--- config.mk ---
export PLATFORM = sky130hd
export DESIGN_NAME = output_port_alloc_flat
export DESIGN_NICKNAME = d
export VERILOG_FILES = /design/src/rtl/output_port_alloc_pkg.sv /design/src/rtl/output_port_alloc_if.sv /design/src/rtl/output_port_alloc_rr_arbiter.sv /design/src/rtl/output_port_alloc.sv /design/src/flat_wrapper.sv
export SDC_FILE = /design/constraint.sdc
export NUM_CORES = 1
export LEC_CHECK = 0
export BUFFER_PORTS_ARGS = -buffer_cell sky130_fd_sc_hd__clkbuf_2
export CAP_MARGIN = 20
export CORE_AREA = 4 4 203 205
export CTS_CLUSTER_DIAMETER = 80
export DETAILED_ROUTE_END_ITERATION = 7
export DIE_AREA = 0 0 207 209
export HOLD_SLACK_MARGIN = 0.02
export PLACE_DENSITY = 0.49
export SLEW_MARGIN = 20
export SYNTH_ARGS = -nofsm -noshare
export SYNTH_HDL_FRONTEND = slang
export SYNTH_SLANG_ARGS = --single-unit
--- constraint.sdc ---
create_clock -name i_clk -period 4.6 [get_ports i_clk]
set_clock_uncertainty 0.2 [all_clocks]
set_input_delay 0.23 -clock i_clk [delete_from_list [all_inputs] [get_ports i_clk]]
set_output_delay 0.23 -clock i_clk [all_outputs]
set_load 0.05 [all_outputs]
--- src/rtl/output_port_alloc_pkg.sv ---
// Shared types and helpers for the output port allocator: buffer depth,
// credit counter width and one-hot to index conversion (also used by the crossbar).
package output_port_alloc_pkg;

    function automatic int credit_width(input int b);
        return b + 1;
    endfunction

    function automatic int buf_depth(input int b);
        return 1 << b;
    endfunction

    // OR-folding the set bit positions keeps this a flat mux tree for any one-hot input.
    function automatic logic [4:0] onehot_to_idx(input logic [31:0] oh);
        logic [4:0] idx;
        idx = '0;
        for (int i = 0; i < 32; i++) begin
            if (oh[i]) idx = idx | 5'(i);
        end
        return idx;
    endfunction

endpackage

--- src/rtl/output_port_alloc_if.sv ---
// Request/grant and link bundle between the input queues, this allocator and the downstream link.
// master = allocator side, slave = input queues / neighbour side.
interface output_port_alloc_if #(
    parameter int FW = 64,
    parameter int P  = 7
) ();
    logic [P-1:0]    req;
    logic [P*FW-1:0] flit_in;
    logic [P-1:0]    grant;
    logic            credit_in;
    logic            flit_out_wr;
    logic [FW-1:0]   flit_out;
    logic            credit_err;

    modport master (
        input  req, flit_in, credit_in,
        output grant, flit_out_wr, flit_out, credit_err
    );

    modport slave (
        output req, flit_in, credit_in,
        input  grant, flit_out_wr, flit_out, credit_err
    );
endinterface

--- src/rtl/output_port_alloc_rr_arbiter.sv ---
// Combinational round-robin pick: first set request scanning upward from the pointer,
// wrapping P-1 -> 0. Outputs nothing when en is low.
module output_port_alloc_rr_arbiter
    import output_port_alloc_pkg::*;
#(
    parameter int P  = 7,
    parameter int IW = (P > 1) ? $clog2(P) : 1
) (
    input  logic [P-1:0]  i_req,
    input  logic [IW-1:0] i_ptr,
    input  logic          i_en,
    output logic [P-1:0]  o_onehot,
    output logic [IW-1:0] o_idx
);
    logic w_found;
    int   w_j;

    always_comb begin
        o_onehot = '0;
        w_found  = 1'b0;
        w_j      = 0;
        for (int k = 0; k < P; k++) begin
            w_j = int'(i_ptr) + k;
            if (w_j >= P) w_j = w_j - P;
            if (!w_found && i_en && i_req[w_j]) begin
                w_found       = 1'b1;
                o_onehot[w_j] = 1'b1;
            end
        end
    end

    assign o_idx = IW'(onehot_to_idx(32'(o_onehot)));
endmodule

--- src/rtl/output_port_alloc.sv ---
// Per-output-port switch allocator with registered round-robin grant, link register and
// credit tracking. Optional stall counter enabled by defining OPA_STALL_CNT_EN.
module output_port_alloc
    import output_port_alloc_pkg::*;
#(
    parameter int FW = 64,
    parameter int P  = 7,
    parameter int B  = 4
) (
    input  logic                 i_clk,
    input  logic                 i_rst,
    output_port_alloc_if.master  bus
`ifdef OPA_STALL_CNT_EN
    ,
    output logic [15:0]          o_stall_cnt
`endif
);
    localparam int IW    = (P > 1) ? $clog2(P) : 1;
    localparam int CW    = credit_width(B);
    localparam int DEPTH = buf_depth(B);

    logic [IW-1:0] r_ptr;
    logic [CW-1:0] r_credits;
    logic [P-1:0]  r_grant;
    logic          r_flit_out_wr;
    logic [FW-1:0] r_flit_out;
    logic          r_credit_err;

    logic          w_eligible;
    logic [P-1:0]  w_win_oh;
    logic [IW-1:0] w_win_idx;
    logic [FW-1:0] w_sel_flit;
    logic          w_dec;
    logic          w_inc;

    assign w_eligible = (|bus.req) && (r_credits != '0);

    output_port_alloc_rr_arbiter #(.P(P), .IW(IW)) u_arb (
        .i_req    (bus.req),
        .i_ptr    (r_ptr),
        .i_en     (w_eligible),
        .o_onehot (w_win_oh),
        .o_idx    (w_win_idx)
    );

    // Crossbar leg: the registered grant selects which input's flit is launched next edge.
    always_comb begin
        w_sel_flit = '0;
        for (int i = 0; i < P; i++) begin
            if (r_grant[i]) w_sel_flit = bus.flit_in[i*FW +: FW];
        end
    end

    always_ff @(posedge i_clk or posedge i_rst) begin
        if (i_rst) begin
            r_grant <= '0;
            r_ptr   <= '0;
        end else begin
            r_grant <= w_win_oh;
            if (w_eligible) begin
                r_ptr <= (w_win_idx == IW'(P - 1)) ? '0 : w_win_idx + 1'b1;
            end
        end
    end

    always_ff @(posedge i_clk or posedge i_rst) begin
        if (i_rst) begin
            r_flit_out_wr <= 1'b0;
            r_flit_out    <= '0;
        end else begin
            r_flit_out_wr <= |r_grant;
            if (|r_grant) r_flit_out <= w_sel_flit;
        end
    end

    // Credit is reserved on the edge that issues the grant, not when the flit leaves.
    assign w_dec = w_eligible;
    assign w_inc = bus.credit_in;

    always_ff @(posedge i_clk or posedge i_rst) begin
        if (i_rst) begin
            r_credits    <= CW'(DEPTH);
            r_credit_err <= 1'b0;
        end else begin
            if (w_dec && !w_inc) begin
                r_credits <= r_credits - 1'b1;
            end else if (w_inc && !w_dec) begin
                if (r_credits == CW'(DEPTH)) r_credit_err <= 1'b1;
                else                         r_credits    <= r_credits + 1'b1;
            end
        end
    end

`ifdef OPA_STALL_CNT_EN
    logic [15:0] r_stall_cnt;

    always_ff @(posedge i_clk or posedge i_rst) begin
        if (i_rst) begin
            r_stall_cnt <= '0;
        end else if ((|bus.req) && (r_credits == '0) && (r_stall_cnt != 16'hFFFF)) begin
            r_stall_cnt <= r_stall_cnt + 16'd1;
        end
    end

    assign o_stall_cnt = r_stall_cnt;
`endif

    assign bus.grant       = r_grant;
    assign bus.flit_out_wr = r_flit_out_wr;
    assign bus.flit_out    = r_flit_out;
    assign bus.credit_err  = r_credit_err;
endmodule

--- src/flat_wrapper.sv ---
// flat-port wrapper written by rule: the top's interface ports become plain ports
module output_port_alloc_flat import output_port_alloc_pkg::*;
#(
    parameter int FW = 64,
    parameter int P  = 7,
    parameter int B  = 4
)
  (i_clk, i_rst, bus_req, bus_flit_in, bus_credit_in, bus_grant, bus_flit_out_wr, bus_flit_out, bus_credit_err);
  output_port_alloc_if #(.FW(FW), .P(P)) bus_i ();
  input  logic i_clk;
  input  logic i_rst;
  input wire logic [$bits(bus_i.req)-1:0] bus_req;
  input wire logic [$bits(bus_i.flit_in)-1:0] bus_flit_in;
  input wire logic [$bits(bus_i.credit_in)-1:0] bus_credit_in;
  output wire logic [$bits(bus_i.grant)-1:0] bus_grant;
  output wire logic [$bits(bus_i.flit_out_wr)-1:0] bus_flit_out_wr;
  output wire logic [$bits(bus_i.flit_out)-1:0] bus_flit_out;
  output wire logic [$bits(bus_i.credit_err)-1:0] bus_credit_err;
  assign bus_i.req = bus_req;
  assign bus_i.flit_in = bus_flit_in;
  assign bus_i.credit_in = bus_credit_in;
  assign bus_grant = bus_i.grant;
  assign bus_flit_out_wr = bus_i.flit_out_wr;
  assign bus_flit_out = bus_i.flit_out;
  assign bus_credit_err = bus_i.credit_err;
  output_port_alloc #(.FW(FW), .P(P), .B(B)) u_core (.i_clk(i_clk), .i_rst(i_rst), .bus(bus_i));
endmodule
# Word level (Yosys, flattened, before mapping)
# Index checks and enable logic that the tools add are counted.
# word_totals
output_inout_bits	73
word_cells	162
regBits	81
input_bits	458
# op_classes
mux	72
n_addsub	16
n_lt_le_gt_ge	21
n_bitwise	7
n_eq_ne	3
n_reduce_logical	37
# ops
operator	n
two-way mux 64 bit	7
>= comparator 32 x 1 -> 1 bit (second input constant)	7
less-than comparator 32 x 5 -> 1 bit (second input constant)	7
two-way mux 32 bit	7
two-way mux 7 bit	7
bitwise OR 7 bit	6
subtractor 4 x 3 -> 5 bit (second input constant)	6
two-way mux 1 bit	28
>= comparator 4 x 3 -> 1 bit (second input constant)	6
logical AND 1 bit	23
binary-select mux 1 bit (select 3 bit)	7
demux 1 bit (select 3 bit)	7
two-way mux 5 bit	3
OR reduction 7 bit	2
adder 3 x 3 -> 4 bit (second input constant)	3
two-way mux 3 bit	4
adder 3 x 2 -> 4 bit (second input constant)	2
zero test 1 bit	8
adder 5 x 1 -> 5 bit (second input constant)	1
equality test 5 bit (second input constant)	1
nonzero test 5 bit	1
subtractor 5 x 1 -> 5 bit (second input constant)	1
adder 3 x 1 -> 4 bit (second input constant)	1
two-way mux 2 bit	2
9 further kinds	9

# Depth between registers and ports, before layout
# depth
word_depth	39
depth_mapped	19
ltp_nobuf	15

# Cells and area by module
# Synthesis repeated with hierarchy kept, for this count alone.
# unflattened
hier_cells	1055
area_unflattened_um2	8824.7
# modules_own_cells
module	area_per_inst_um2	cells_per_inst	instances	seq_area_each_um2
output_port_alloc	6069.6	670	1	2028.2
output_port_alloc_rr_arbiter	2755.1	385	1	0.0

# Least setup slack after synthesis
# No wires, ideal clock.
# synth_timing
path_kind	reg-to-reg
start	register u_core.r_ptr[0]
end	register u_core.r_ptr[1]
stages_incl_launch_ff	19
required_ns	4.310
setup_slack_ns	0.481
n_path_buf	6
period_less_slack_ns	4.119
arrival_time_ns	3.829
setup_ns	0.090
path_cell_list	dfrtp_1 -> buf_6 -> buf_2 -> buf_2 -> buf_1 -> buf_1 -> nand2_1 -> ha_1 -> nor2b_1 -> buf_2 -> mux2i_1 -> o21ai_1 -> a221oi_2 -> nor4_1 -> and3b_1 -> nor4_2 -> o211ai_2 -> or2_1 -> o221ai_1
# synth_via
elab_cells_between_ends	130
cone_classes	add/sub: 14; order compare: 21; eq/ne: 1; mux: 62; bitwise: 6; reduce/logical: 26
# synth_rtl
element	line_no	source
start, declared	output_port_alloc.sv:22	logic [IW-1:0] r_ptr;
start signal, assigned	output_port_alloc.sv:61	r_ptr <= (w_win_idx == IW'(P - 1)) ? '0 : w_win_idx + 1'b1;
branches (longest 30 deep; another with >= comparator 32 x 1 -> 1 bit)	-	
two-way mux 7 bit (*)	output_port_alloc_rr_arbiter.sv:25	if (!w_found && i_en && i_req[w_j]) begin
named net u_core.u_arb.o_onehot[4]	output_port_alloc_rr_arbiter.sv:12	output logic [P-1:0] o_onehot,
two-way mux 3 bit (*) (3 in series)	output_port_alloc_pkg.sv:18	if (oh[i]) idx = idx | 5'(i);
equality test 3 bit (*)	output_port_alloc.sv:61	
two-way mux 3 bit (*)	output_port_alloc.sv:61	
# Mark *: on every way through the listed nets, which the timed path passes. The select of a mux whose other input is x is not followed.
# A chain may end at the register's enable or synchronous reset.

# Final worst setup path
# layout_timing
start	register u_core.r_ptr[1]
end	register u_core.r_ptr[0]
# layout_via
elab_cells_between_ends	130
cone_classes	add/sub: 14; order compare: 21; eq/ne: 1; mux: 62; bitwise: 6; reduce/logical: 26
# layout_rtl
element	line_no
branches (longest 30 deep; another with >= comparator 32 x 1 -> 1 bit)	-
two-way mux 7 bit (*)	output_port_alloc_rr_arbiter.sv:25
named net u_core.u_arb.o_onehot[6]	output_port_alloc_rr_arbiter.sv:12
two-way mux 3 bit (*)	output_port_alloc_pkg.sv:18
equality test 3 bit (*)	output_port_alloc.sv:61
two-way mux 3 bit (*)	output_port_alloc.sv:61
# Marked as above.

==> flow_summary_export.csv <==
group,metric,value,unit
outcome,status,"finished clean",
setup_path,worstPathArrival,4.20,ns
setup_path,path_cells,"inv_1, buf_4, ha_1, inv_1, fa_1, a31o_1, a2111o_1, a22oi_1, nand2_1, nor2_1, nand3_1, o21ai_1, or2_1, and4b_1",
finish,fin_nets,2286,
yosys,post-synth-top-count-cell,"a21oi_1",
setup_path,startpoint_type,"flip-flop",
grt,met1_usage,31.4,%
setup_path,crit_required,4.64,ns
yosys,ys_ff_latch,81,
hold_path,min_path_type,"in -> reg",
finish,finish.instance_area,13500,um^2
setup_path,crit_path_end_kind,"flip-flop",
sta,setup_violations,0,
hold_path,hp-start,"bus_flit_in[378]",
clock_tree,cts_tree,"done",
setup_path,r2r_slack,0.44,ns
detailed_routing,drt_iter0_drc,1312,
detailed_routing,post_drt_wl_per_cell,24.1,um
detailed_routing,routed_wl,56700,um
grt,grt_pass1_wl,81400,um
yosys,syn_inst,1210,
setup_path,critPathKind,"reg -> reg",
sta,hold_viol_final,0,
die,ios,531,
die,initial_core_util,22.0,%
die,die_w,207,um
place,placed_cells,2199,
pwr,fin_total_pwr,10.1,mW
clock_tree,htreeDepth,3,
yosys,synth.largest_area_cell,"dfrtp_1",
sta,fmax,241,MHz
yosys,synthTopCellsByCount,"a21oi_1, nor2_1, o21ai_0",
setup_path,r2r_start,"u_core.r_ptr[1]",
grt,grt_max_degree,102,
die,die_area,43300,um^2
pwr,pwr_density_cell,747,nW/um^2
clock_tree,cts_post_setup_buffers_inserted,0,
yosys,synthArstFlopShare,100,%
yosys,synth-edff-count,0,
sta,maxSlewHeadroom,32.1,%
clock_tree,cts_buffers,9,
grt,grt-busiest-layer,"met2",
setup_path,path_max_fanout,9,
job,maxCapViolations,0,
grt,use_met2,39.6,%
grt,antenna_found_initial,24,
yosys,synth_warnings,0,
finish,instances_no_fill,2355,
detailed_routing,drtPass1Iterations,6,
grt,grt_overflow_total,0,
sta,period_share,90.4,%
yosys,synthTopCellsByArea,"dfrtp_1, a21oi_1, a221oi_1",
place,routabilityCongestion,1.01,
setup_path,max_stage_delay,0.50,ns
yosys,ys_seq_area_share,23.4,%
grt,met3_usage,6.43,%
die,fp-row-count,73,
grt,grt_usage,24.6,%
die,fp.dieH,209,um
clock_tree,clk_pin_slew,0.07,ns
setup_path,cp_slowest_cell,"fa_1",
sta,rsz0062_at_grt,"false",
sta,tightestPinTransition,1.02,ns
finish,nFillCells,4398,
place,port_buffers,530,
detailed_routing,ant_nets,0,
die,coreArea,39500,um^2
finish,drive_above_1_share,35.4,%
sta,setup_tns,0,ns
yosys,netlist_area,8670,um^2
setup_path,critPathLaunch,"u_core.r_ptr[1]",
sta,maxSlewViolCount,0,
yosys,syn_area_per_cell,7.16,um^2
yosys,synth_fp_nets,1690,
setup_path,path_common_cell,"inv_1",
finish,area.growth.synth_to_final,55.4,%
clock_tree,clock_sinks,81,
detailed_routing,via_per_inst,5.18,
pwr,p_leak,6.38,nW
clock_tree,clock_latency,0.36,ns
pwr,irDropWorstVdd,0.273,mV
detailed_routing,drc,0,
yosys,synthFlopType,"dfrtp_1",
detailed_routing,vias,12200,
place,place_area,11900,um^2
grt,grt_pass1_vias,12000,
yosys,yosysUniqueCellTypes,91,
clock_tree,cts.path.max_buffers,2,
sta,min_period,4.16,ns
clock_tree,root_buffer,"clkbuf_16",
place,dp.final_hpwl,45100,um
yosys,synth_top_area_share,23.1,%
## sequential cells by signal (all words and copies together), names as in the netlist
register                count
u_core.r_credits            5
u_core.r_ptr                3
u_core.bus.grant            7
u_core.bus.flit_out        64
u_core.bus.credit_err       1
u_core.bus.flit_out_wr      1
## repair_timing
item / in CTS / in global routing
hold endpoints to repair: 113 / 0
hold buffers: 121 / 0
resized for setup: 0 / 0
## kinds of logic (layout without fill, tap and decap cells)
family,Yosys count,count (layout),synth area share [%]
compound gates,503,503,37.1
simple gates,427,427,25.0
buf+inv,146,747,7.52
flops,81,81,23.4
fa+ha+maj,22,22,3.35
mux,18,18,2.12
xor+xnor,13,13,1.49
other cells,0,19,0
## power breakdown
group	switching [mW]	total, mW	internal (mW)
clock	0.371	0.860	0.489
sequential	0.422	1.51	1.09
combinational	4.71	7.70	2.98
total	5.50	10.1	4.56
## worst max-delay path: cells and delay by family, from the launching register on
kind / cells / cell delay, ns
AO/OA/AOI/OAI: 4 / 1.38
adder cells (fa/ha/maj): 2 / 0.69
buffers and inverters: 3 / 0.33
flip-flops: 1 / 0.39
AND/OR/NAND/NOR: 5 / 1.07
## routing by layer
layer	up-vias	wire length [um]
met5	-	40
met4	6	1790
met3	82	4970
met2	604	26700
met1	5781	23300
li1	5729	-
## cell usage in the layout (no fill, tap or decap), drive strengths merged, types with 55 or more instances in the layout
master	n
nand2	55
nor2	145
a22oi	70
a221oi	65
dlygate4sd3	121
nor3	70
o21ai	95
nor2b	68
buf	58
clkbuf	539
dfrtp	80
a21oi	207
## path summary, 6_finish.rpt
check / to / cells after the start
worst max-delay path: u_core.r_ptr[0] / 14
worst min-delay path: u_core.bus.flit_out[58] / 3
worst max register to register: u_core.r_ptr[0] / 14
worst min register to register: u_core.bus.credit_err / 1
max in group asynchronous: u_core.bus.grant[1] / 4
min in group asynchronous: u_core.r_credits[3] / 3
## stage by stage
stage | setup WS (ns) | hold WS, ns | util [%]
after floorplan | 0.481 | 0.184 | -
after global placement | 0.590 | 0.183 | 30.1
after detailed placement | 0.528 | 0.179 | 30.1
after CTS | 0.497 | 0.0209 | 34.0
after global routing | 0.138 | 0.0426 | 34.2
final | 0.444 | 0.0249 | 34.2
## cell type report
cell class / count / area (um^2) / area share [%]
Sequential cell: 81 / 2050 / 15.2
Antenna cell: 19 / 47.5 / 0.353
Inverter: 22 / 85.1 / 0.631
Multi-Input combinational cell: 983 / 6000 / 44.5
Clock buffer: 9 / 225 / 1.67
Clock inverter: 7 / 108 / 0.799
Tap cell: 525 / 657 / 4.87
Timing Repair Buffer: 709 / 4300 / 31.9
No activity file was read; power rests on OpenSTA's default activity.
